`config.mk`:
```
export PLATFORM = sky130hd
export DESIGN_NAME = grad_frame_ctrl
export DESIGN_NICKNAME = d
export VERILOG_FILES = /design/src/rtl/grad_ctrl_pkg.sv /design/src/rtl/grad_skid_fifo.sv /design/src/rtl/grad_frame_ctrl.sv
export SDC_FILE = /design/constraint.sdc
export NUM_CORES = 1
export LEC_CHECK = 0
export CAP_MARGIN = 40
export CORE_AREA = 8 8 146 148
export CTS_BUF_LIST = sky130_fd_sc_hd__clkbuf_8
export CTS_CLUSTER_SIZE = 20
export DETAILED_ROUTE_END_ITERATION = 10
export DIE_AREA = 0 0 154 156
export GPL_ROUTABILITY_DRIVEN = 1
export PLACE_DENSITY = 0.81
export SETUP_SLACK_MARGIN = 0.1
export SLEW_MARGIN = 20
export SYNTH_ARGS = -nofsm -noshare
export SYNTH_HDL_FRONTEND = slang
export SYNTH_SLANG_ARGS = --single-unit
```
`constraint.sdc`:
```
create_clock -name i_clk -period 4.4 [get_ports i_clk]
set_input_delay 1.1 -clock i_clk [delete_from_list [all_inputs] [get_ports i_clk]]
set_output_delay 1.1 -clock i_clk [all_outputs]
set_load 0.02 [all_outputs]
```
`src/rtl/grad_ctrl_pkg.sv`:
```
// Shared types and constants for the frame sequencer and its input FIFO.
package grad_ctrl_pkg;

  localparam int DATA_W = 24;

  typedef logic [DATA_W-1:0] pixel_t;

  typedef enum logic [1:0] {
    IDLE  = 2'd0,
    RUN   = 2'd1,
    DRAIN = 2'd2,
    DONE  = 2'd3
  } state_t;

  // Two entries hide the one-cycle read latency while the pipeline stalls.
  localparam int FIFO_DEPTH = 2;
  localparam int FIFO_CNT_W = $clog2(FIFO_DEPTH + 1);
  localparam int FIFO_PTR_W = $clog2(FIFO_DEPTH);

endpackage

```
`src/rtl/grad_skid_fifo.sv`:
```
// Small FIFO between frame-memory read data and the pipeline input stream.
// The head entry is presented as vld/data; the consumer pops on transfer.
module grad_skid_fifo
  import grad_ctrl_pkg::*;
(
  input  logic                  i_clk,
  input  logic                  i_rst,
  input  logic                  i_push,
  input  pixel_t                i_push_data,
  input  logic                  i_pop,
  output logic [FIFO_CNT_W-1:0] o_count,
  output logic                  o_vld,
  output pixel_t                o_data
);

  pixel_t                mem [FIFO_DEPTH];
  logic [FIFO_PTR_W-1:0] wr_ptr;
  logic [FIFO_PTR_W-1:0] rd_ptr;
  logic [FIFO_CNT_W-1:0] count;
  logic                  push_ok;
  logic                  pop_ok;

  assign pop_ok  = i_pop && (count != '0);
  assign push_ok = i_push && ((count != FIFO_CNT_W'(FIFO_DEPTH)) || pop_ok);

  // Storage, pointers and occupancy; pointers wrap naturally at a power-of-two depth.
  always_ff @(posedge i_clk or posedge i_rst) begin
    if (i_rst) begin
      // NOTE: the storage is reset as well so the data output reads zero after reset.
      for (int i = 0; i < FIFO_DEPTH; i++) mem[i] <= '0;
      wr_ptr <= '0;
      rd_ptr <= '0;
      count  <= '0;
    end else begin
      // NOTE: non-blocking assignments so every register sees pre-edge values.
      if (push_ok) begin
        mem[wr_ptr] <= i_push_data;
        wr_ptr      <= wr_ptr + 1'b1;
      end
      if (pop_ok) rd_ptr <= rd_ptr + 1'b1;
      case ({push_ok, pop_ok})
        2'b10:   count <= count + 1'b1;
        2'b01:   count <= count - 1'b1;
        default: ;
      endcase
    end
  end

  assign o_count = count;
  assign o_vld   = (count != '0);
  assign o_data  = mem[rd_ptr];

endmodule

```
`src/rtl/grad_frame_ctrl.sv`:
```
// Frame sequencer: streams width*height pixels from frame memory into the
// colour-transform/gradient pipeline and writes its results to result memory.
module grad_frame_ctrl
  import grad_ctrl_pkg::*;
#(
  parameter int COL_W  = 10,
  parameter int ROW_W  = 10,
  parameter int ADDR_W = COL_W + ROW_W
) (
  input  logic              i_clk,
  input  logic              i_rst,
  input  logic              i_start,
  input  logic [COL_W-1:0]  i_width,
  input  logic [ROW_W-1:0]  i_height,
  output logic              o_ctrl_busy,
  output logic              o_done,
  output logic              o_rd_en,
  output logic [ADDR_W-1:0] o_rd_addr,
  input  pixel_t            i_rd_data,
  output logic              o_rgb_vld,
  output pixel_t            o_rgb_data,
  input  logic              i_rgb_busy,
  input  logic              i_result_vld,
  input  pixel_t            i_result_data,
  output logic              o_result_busy,
  output logic              o_wr_en,
  output logic [ADDR_W-1:0] o_wr_addr,
  output pixel_t            o_wr_data,
  input  logic              i_wr_busy
);

  state_t                state;
  state_t                state_nxt;
  logic [ADDR_W-1:0]     total;
  logic [ADDR_W-1:0]     frame_total;
  logic [ADDR_W-1:0]     rd_cnt;
  logic [ADDR_W-1:0]     res_cnt;
  logic [ADDR_W-1:0]     res_cnt_nxt;
  logic                  rd_inflight;
  logic                  rgb_pop;
  logic [FIFO_CNT_W-1:0] fifo_count;
  logic [FIFO_CNT_W:0]   occupancy;
  logic                  rd_last;
  logic                  zero_frame;

  assign frame_total = ADDR_W'(i_width) * ADDR_W'(i_height);
  assign zero_frame  = (i_width == '0) || (i_height == '0);

  // Reads are throttled so FIFO entries plus the read in flight never exceed the depth.
  assign rgb_pop   = o_rgb_vld && !i_rgb_busy;
  assign occupancy = {1'b0, fifo_count} + (FIFO_CNT_W + 1)'(rd_inflight)
                   - (FIFO_CNT_W + 1)'(rgb_pop);
  assign o_rd_en   = (state == RUN) && (occupancy < (FIFO_CNT_W + 1)'(FIFO_DEPTH));
  assign o_rd_addr = rd_cnt;
  assign rd_last   = (rd_cnt == total - ADDR_W'(1));

  // Results are only taken while a frame is active.
  assign o_result_busy = i_wr_busy;
  assign o_wr_en       = i_result_vld && !i_wr_busy && (state != IDLE);
  assign o_wr_addr     = res_cnt;
  assign o_wr_data     = i_result_data;
  assign res_cnt_nxt   = o_wr_en ? res_cnt + ADDR_W'(1) : res_cnt;

  assign o_ctrl_busy = (state != IDLE);
  assign o_done      = (state == DONE);

  grad_skid_fifo u_fifo (
    .i_clk       (i_clk),
    .i_rst       (i_rst),
    .i_push      (rd_inflight),
    .i_push_data (i_rd_data),
    .i_pop       (rgb_pop),
    .o_count     (fifo_count),
    .o_vld       (o_rgb_vld),
    .o_data      (o_rgb_data)
  );

  // Next-state decode for the frame sequence.
  always_comb begin
    // NOTE: default first so every path assigns state_nxt and no latch is inferred.
    state_nxt = state;
    case (state)
      IDLE:    if (i_start) state_nxt = zero_frame ? DONE : RUN;
      RUN:     if (o_rd_en && rd_last) state_nxt = DRAIN;
      DRAIN:   if (res_cnt_nxt == total) state_nxt = DONE;
      DONE:    state_nxt = IDLE;
      default: state_nxt = IDLE;
    endcase
  end

  // State, frame size, read/result counters and the read-in-flight flag.
  always_ff @(posedge i_clk or posedge i_rst) begin
    if (i_rst) begin
      state       <= IDLE;
      total       <= '0;
      rd_cnt      <= '0;
      res_cnt     <= '0;
      rd_inflight <= 1'b0;
    end else begin
      state       <= state_nxt;
      rd_inflight <= o_rd_en;
      case (state)
        IDLE: begin
          if (i_start) begin
            total   <= frame_total;
            rd_cnt  <= '0;
            res_cnt <= '0;
          end
        end
        DONE: begin
          rd_cnt  <= '0;
          res_cnt <= '0;
        end
        default: begin
          if (o_rd_en) rd_cnt <= rd_cnt + ADDR_W'(1);
          res_cnt <= res_cnt_nxt;
        end
      endcase
    end
  end

endmodule
```
Yosys cells after proc, flatten, opt, wreduce, memory -nomap -nowiden
Cells that the tools add are included.

Input bits: 74. Register bits after elaboration: 115. Word-level logic and storage cells: 76. Output and inout port bits: 94.

Multipliers: 1. Bitwise logic cells: 2. $add $sub $neg: 9. Mux-type cells: 17. $lt $le $gt $ge: 4. Reduce and logical (&&, ||, !) cells: 22. Equality and inequality tests: 11.

Operator list (number): two-way mux 24 bit (4); case mux 20 bit (2 select lines) (2); two-way mux 20 bit (3); bitwise mux 48 bit (1); adder 20 x 1 -> 20 bit (second input constant) (2); equality test 20 bit (2); demux 24 bit (select 1 bit) (1); logical NOT 10 bit (2); multiplier 10 x 10 -> 20 bit (1); subtractor 20 x 1 -> 20 bit (second input constant) (1); logical AND 1 bit (8); two-way mux 2 bit (4); case mux 2 bit (4 select lines) (1); equality test 2 bit (second input constant) (3); inequality test 2 bit (second input constant) (3); nonzero test 2 bit (3); equality test 2 x 1 -> 1 bit (second input constant) (2); >= comparator 2 bit (second input constant) (2); inverter 1 -> 2 bit (2); case mux 2 bit (2 select lines) (1); AND reduction 2 bit (2); adder 2 x 1 -> 3 bit (1); < comparator 3 x 2 -> 1 bit (second input constant) (1); AND reduction 3 bit (1); 10 further kinds (13).

Logic depth before layout (Yosys ltp)
Depth after elaboration: 8. Gate-level depth with buffers: 21. Mapped depth without buffers: 20.

Cells and area by module
A second synthesis with hierarchy kept.

Cells, all modules: 1081. Area total of the unflattened synthesis: 10266.1 um^2.

Modules (own cells, without submodules): grad_frame_ctrl (cells each 935, area each 7960.1 um^2, instances 1, sequential area each 1576.5 um^2); grad_skid_fifo (cells each 146, area each 2306.0 um^2, instances 1, sequential area each 1301.2 um^2).

Least setup slack after synthesis
No wires, ideal clock.

Path kind: input to register. Start point: in i_height[3]. End point: reg total[18]. Cell stages on the path: 21. Arrival time: 6.036 ns. Buffers on the path: 1. Library setup time: 0.133 ns. Required time: 4.267 ns. Slack: -1.769 ns. Path through: clkbuf_1 -> nand2_1 -> fa_1 -> inv_1 -> fa_1 -> inv_1 -> fa_1 -> inv_1 -> fa_1 -> inv_1 -> fa_1 -> inv_1 -> ha_1 -> o21a_1 -> nor2_1 -> o311ai_0 -> a21o_1 -> a21oi_1 -> o311ai_0 -> xnor2_1 -> o21ai_0.

Longest elaborated chain between the ends: 1.

Ends and longest elaborated chain: start, declared (RTL line grad_frame_ctrl.sv:14) `input logic [ROW_W-1:0] i_height,`; multiplier 10 x 10 -> 20 bit (RTL line grad_frame_ctrl.sv:46) `assign frame_total = ADDR_W'(i_width) * ADDR_W'(i_height);`; end signal, assigned (RTL line grad_frame_ctrl.sv:105) `total <= frame_total;`; end, declared (RTL line grad_frame_ctrl.sv:34) `logic [ADDR_W-1:0] total;`.

Every way passes these cells. A chain may end at the register's enable or synchronous reset.

Final worst setup path
Start point: in i_height[5]. End point: reg total[19].

Same word-level chain as after synthesis.

==> summary.txt <==
Worst setup path
  – CP endpoint kind: flop
  – Cell family with most CP delay: adder cells
  – Crit path DAT: approximately 5.7 ns
  – Worst Path Required: 4.73 ns
  – CP Class: in2reg
  – FF-to-FF Start: u_fifo.o_count[0]
  – CP Launch Point: i_height[5]
  – Worst path max stage delay: 0.56 ns
  – Crit path max fanout: 5
  – CP Cell Sequence: buf_8, and2_4, fa_2, fa_1, inv_1, fa_1, inv_1, fa_1, inv_1, fa_1, inv_2, ha_4, a21o_1, a21o_1, or3_4, o211ai_1, nand4_1, a31oi_2, xnor2_1, o21ai_1
  – Worst path most repeated cell: fa_1
  – Buf/Inv on CP: 5
  – CP Launch Type: input port
  – Critical path's slowest cell: fa_1

Timing
  – Setup slack after layout: -0.938 ns
  – Maximum clock rate: 0.187 GHz
  – Worst slew margin: 0.581
  – # setup viols final: 12
  – RSZ-0062 raised after global routing: yes
  – Slew @ Worst Pin: roughly 0.63 ns
  – Minimum clock period: 5.34 ns
  – Min Hold Slack: 0.507 ns
  – Post-route setup TNS: -7.62 ns
  – Period utilization: 1.21
  – Worst Clk Skew: around 0.012 ns
  – Final Hold Violating Endpoints: 0
  – Max Slew Vio Count: 0

Worst hold path
  – Worst hold start: u_fifo.mem[17]
  – Hold Path Class: reg2reg

Route
  – Detailed Route Iter0 Violations: 583
  – Routed WL: 27.5 mm
  – Avg WL per Cell: 18.2 um
  – Via count: 8,737
  – Antenna-violating nets left: 0
  – First-pass DRT Iterations: 5
  – Drt drc: 0
  – Vias per std cell: 5.78

Logic synthesis
  – Yosys reg bits: 115
  – Syn Inst Count: 1,113
  – Seq/Total Area, Yosys: 0.279
  – Synthesized area per cell: around 9.3 sq um
  – Number of synthesis warnings: 0
  – Synth Cell Area: 0.0103 sq mm
  – Async S/R FF share, synth: 1.00
  – Post-Syn Nets: 1,315
  – Synth Flop Type: dfrtp_1
  – EDFF count, synth: 0
  – Unique masters post-synth: 66

Global routing
  – Initial antenna violation count: 1
  – Total grt overflow: 0
  – Tot GR Track Use: 0.227
  – Vias in the first global route: 8,885
  – Largest net degree at the start of global routing: 51
  – Global-route wire length before repair: 44.2 mm

CTS
  – CTS clk-pin slew, worst paths: 0.08 ns
  – Clk_lat worst skew: between 0.4 and 0.5 ns
  – CTS buffer count: 17
  – # H-tree levels: 4
  – Post-CTS Hold Fix Bufs: 0
  – CTS tree: built
  – Clk root buf: clkbuf_8
  – Num Clock Sinks: 115
  – Worst-case clock buffer depth: 2

Power and ir drop
  – Power per Cell Area: ~650 mW/mm^2
  – Max VDD drop: 0.360 mV
  – Pwr Total: 8.47 mW
  – Leak: 5.95 nW

Layout
  – Synth-to-Final Area Change: 25.9%
  – Commonest non-fill, non-tap cell in the layout: dfrtp_1
  – Ratio of cells with drive above 1 in the final layout: 0.243
  – Most frequent cells in the layout: dfrtp_1 (115), nand2_1 (106), clkdlybuf4s50_1 (99)
  – Register Area: roughly 0.0029 sq mm
  – Fin cells: 1,511
  – Fin area: roughly 0.013 sq mm
  – Util after Layout: 0.681
  – Area of the multi-input gates: 0.00701 sq mm
  – # fillers: 1,420
  – Final nets: 1,461

Placement
  – Dpl ws: -1.93 ns
  – RePlAce Congestion: about 0.90
  – Placed cells: 1,463
  – DP Wirelength: 20.7 mm
  – DP Area: between 0.01 and 0.015 sq mm
  – I/O Buffers: 119

Run status
  – Violated checks: negative setup slack
  – Status: finished with violations

Floorplan
  – Initial core utilization: 0.541
  – Die W: 154 um
  – Die H: 156 um
  – Full die area: ~0.024 sq mm
  – Num rows: 51
  – I/O Pins: 168
  – Placeable Area: 0.0191 sq mm

Run
  – Max_cap viols: 0
-- routing by layer --
metal	GRT usage	share of wire	vias to the layer above
met1	0.276	0.41	4246
li1	-	-	4055
met4	0.0868	0.026	0
met2	0.397	0.51	370
met3	0.0357	0.059	66
met5	0	0	-
-- Yosys cell counts (25+ instances only) --
cell	instances	share of area
dfrtp_1	115	0.28
and2_1	62	0.038
inv_1	93	0.034
nand3_1	39	0.019
xor2_1	35	0.030
nor2_1	47	0.017
buf_4	25	0.018
o21ai_0	46	0.022
fa_1	63	0.12
clkbuf_1	58	0.021
ha_1	65	0.079
mux2_2	75	0.082
xnor2_1	48	0.041
nand2_1	116	0.042
-- path summary, 6_finish.rpt --
check,endpoint,slack [ns],depth (start not counted)
min in group asynchronous,o_wr_addr[15],0.98,2
setup reg to reg,o_rd_addr[18],0.58,15
hold reg to reg,u_fifo.mem[17],0.51,1
max in group asynchronous,u_fifo.mem[2],2.61,3
setup / recovery,total[19],-0.94,20
hold / removal,u_fifo.mem[17],0.51,1
-- worst register-to-register path: stages (launching register included) --
cell and delay [ns]:
dfrtp_1 0.45, or2_2 0.33, nor2b_2 0.17, ha_1 0.26
nand2b_1 0.16, fa_1 0.39, xnor2_1 0.13, and3_1 0.20
buf_4 0.13, buf_4 0.10, o31ai_1 0.11, or4_1 0.61
nor3_1 0.35, nand2_1 0.12, xor2_1 0.16, nor2_1 0.06
-- sequential cells by signal, indices dropped and copies added (netlist names) --
signal / cells
u_fifo.mem: 48
o_rd_addr: 20
o_wr_addr: 20
total: 20
state: 2
u_fifo.o_count: 2
rd_inflight: 1
u_fifo.rd_ptr: 1
u_fifo.wr_ptr: 1
-- power breakdown --
part           internal [mW]  switching, mW  total [mW]
registers               1.41          0.464        1.87
logic                   2.80           2.81        5.61
clock network          0.436          0.554       0.990
total                   4.65           3.83        8.47
-- logic make-up (layout without fill, tap and decap cells) --
kind of cell,count (synthesis),count (layout),share of synthesized area
flops,115,115,0.279
simple gates,374,374,0.190
buf+inv,188,347,0.0791
fa+ha+maj,128,128,0.201
xor+xnor,83,83,0.0704
mux,80,80,0.0868
compound gates,145,145,0.0942
other cells,0,1,0
-- cell type report --
class | instances | area share
inverters | 93 | 0.0271
diodes | 1 | 0.000193
multi-input cells | 810 | 0.540
repair buffers | 222 | 0.157
clock inverters | 15 | 0.0134
well taps | 238 | 0.0229
flip-flops and latches | 115 | 0.221
clock buffers | 17 | 0.0180
-- timing repair --
item | 4_1_cts | 5_1_grt
pin swaps | 44 | 50
setup endpoints to repair | 16 | 19
setup buffers | 7 | 12
resized for setup | 105 | 54
Power figures use the tool's default switching activity.
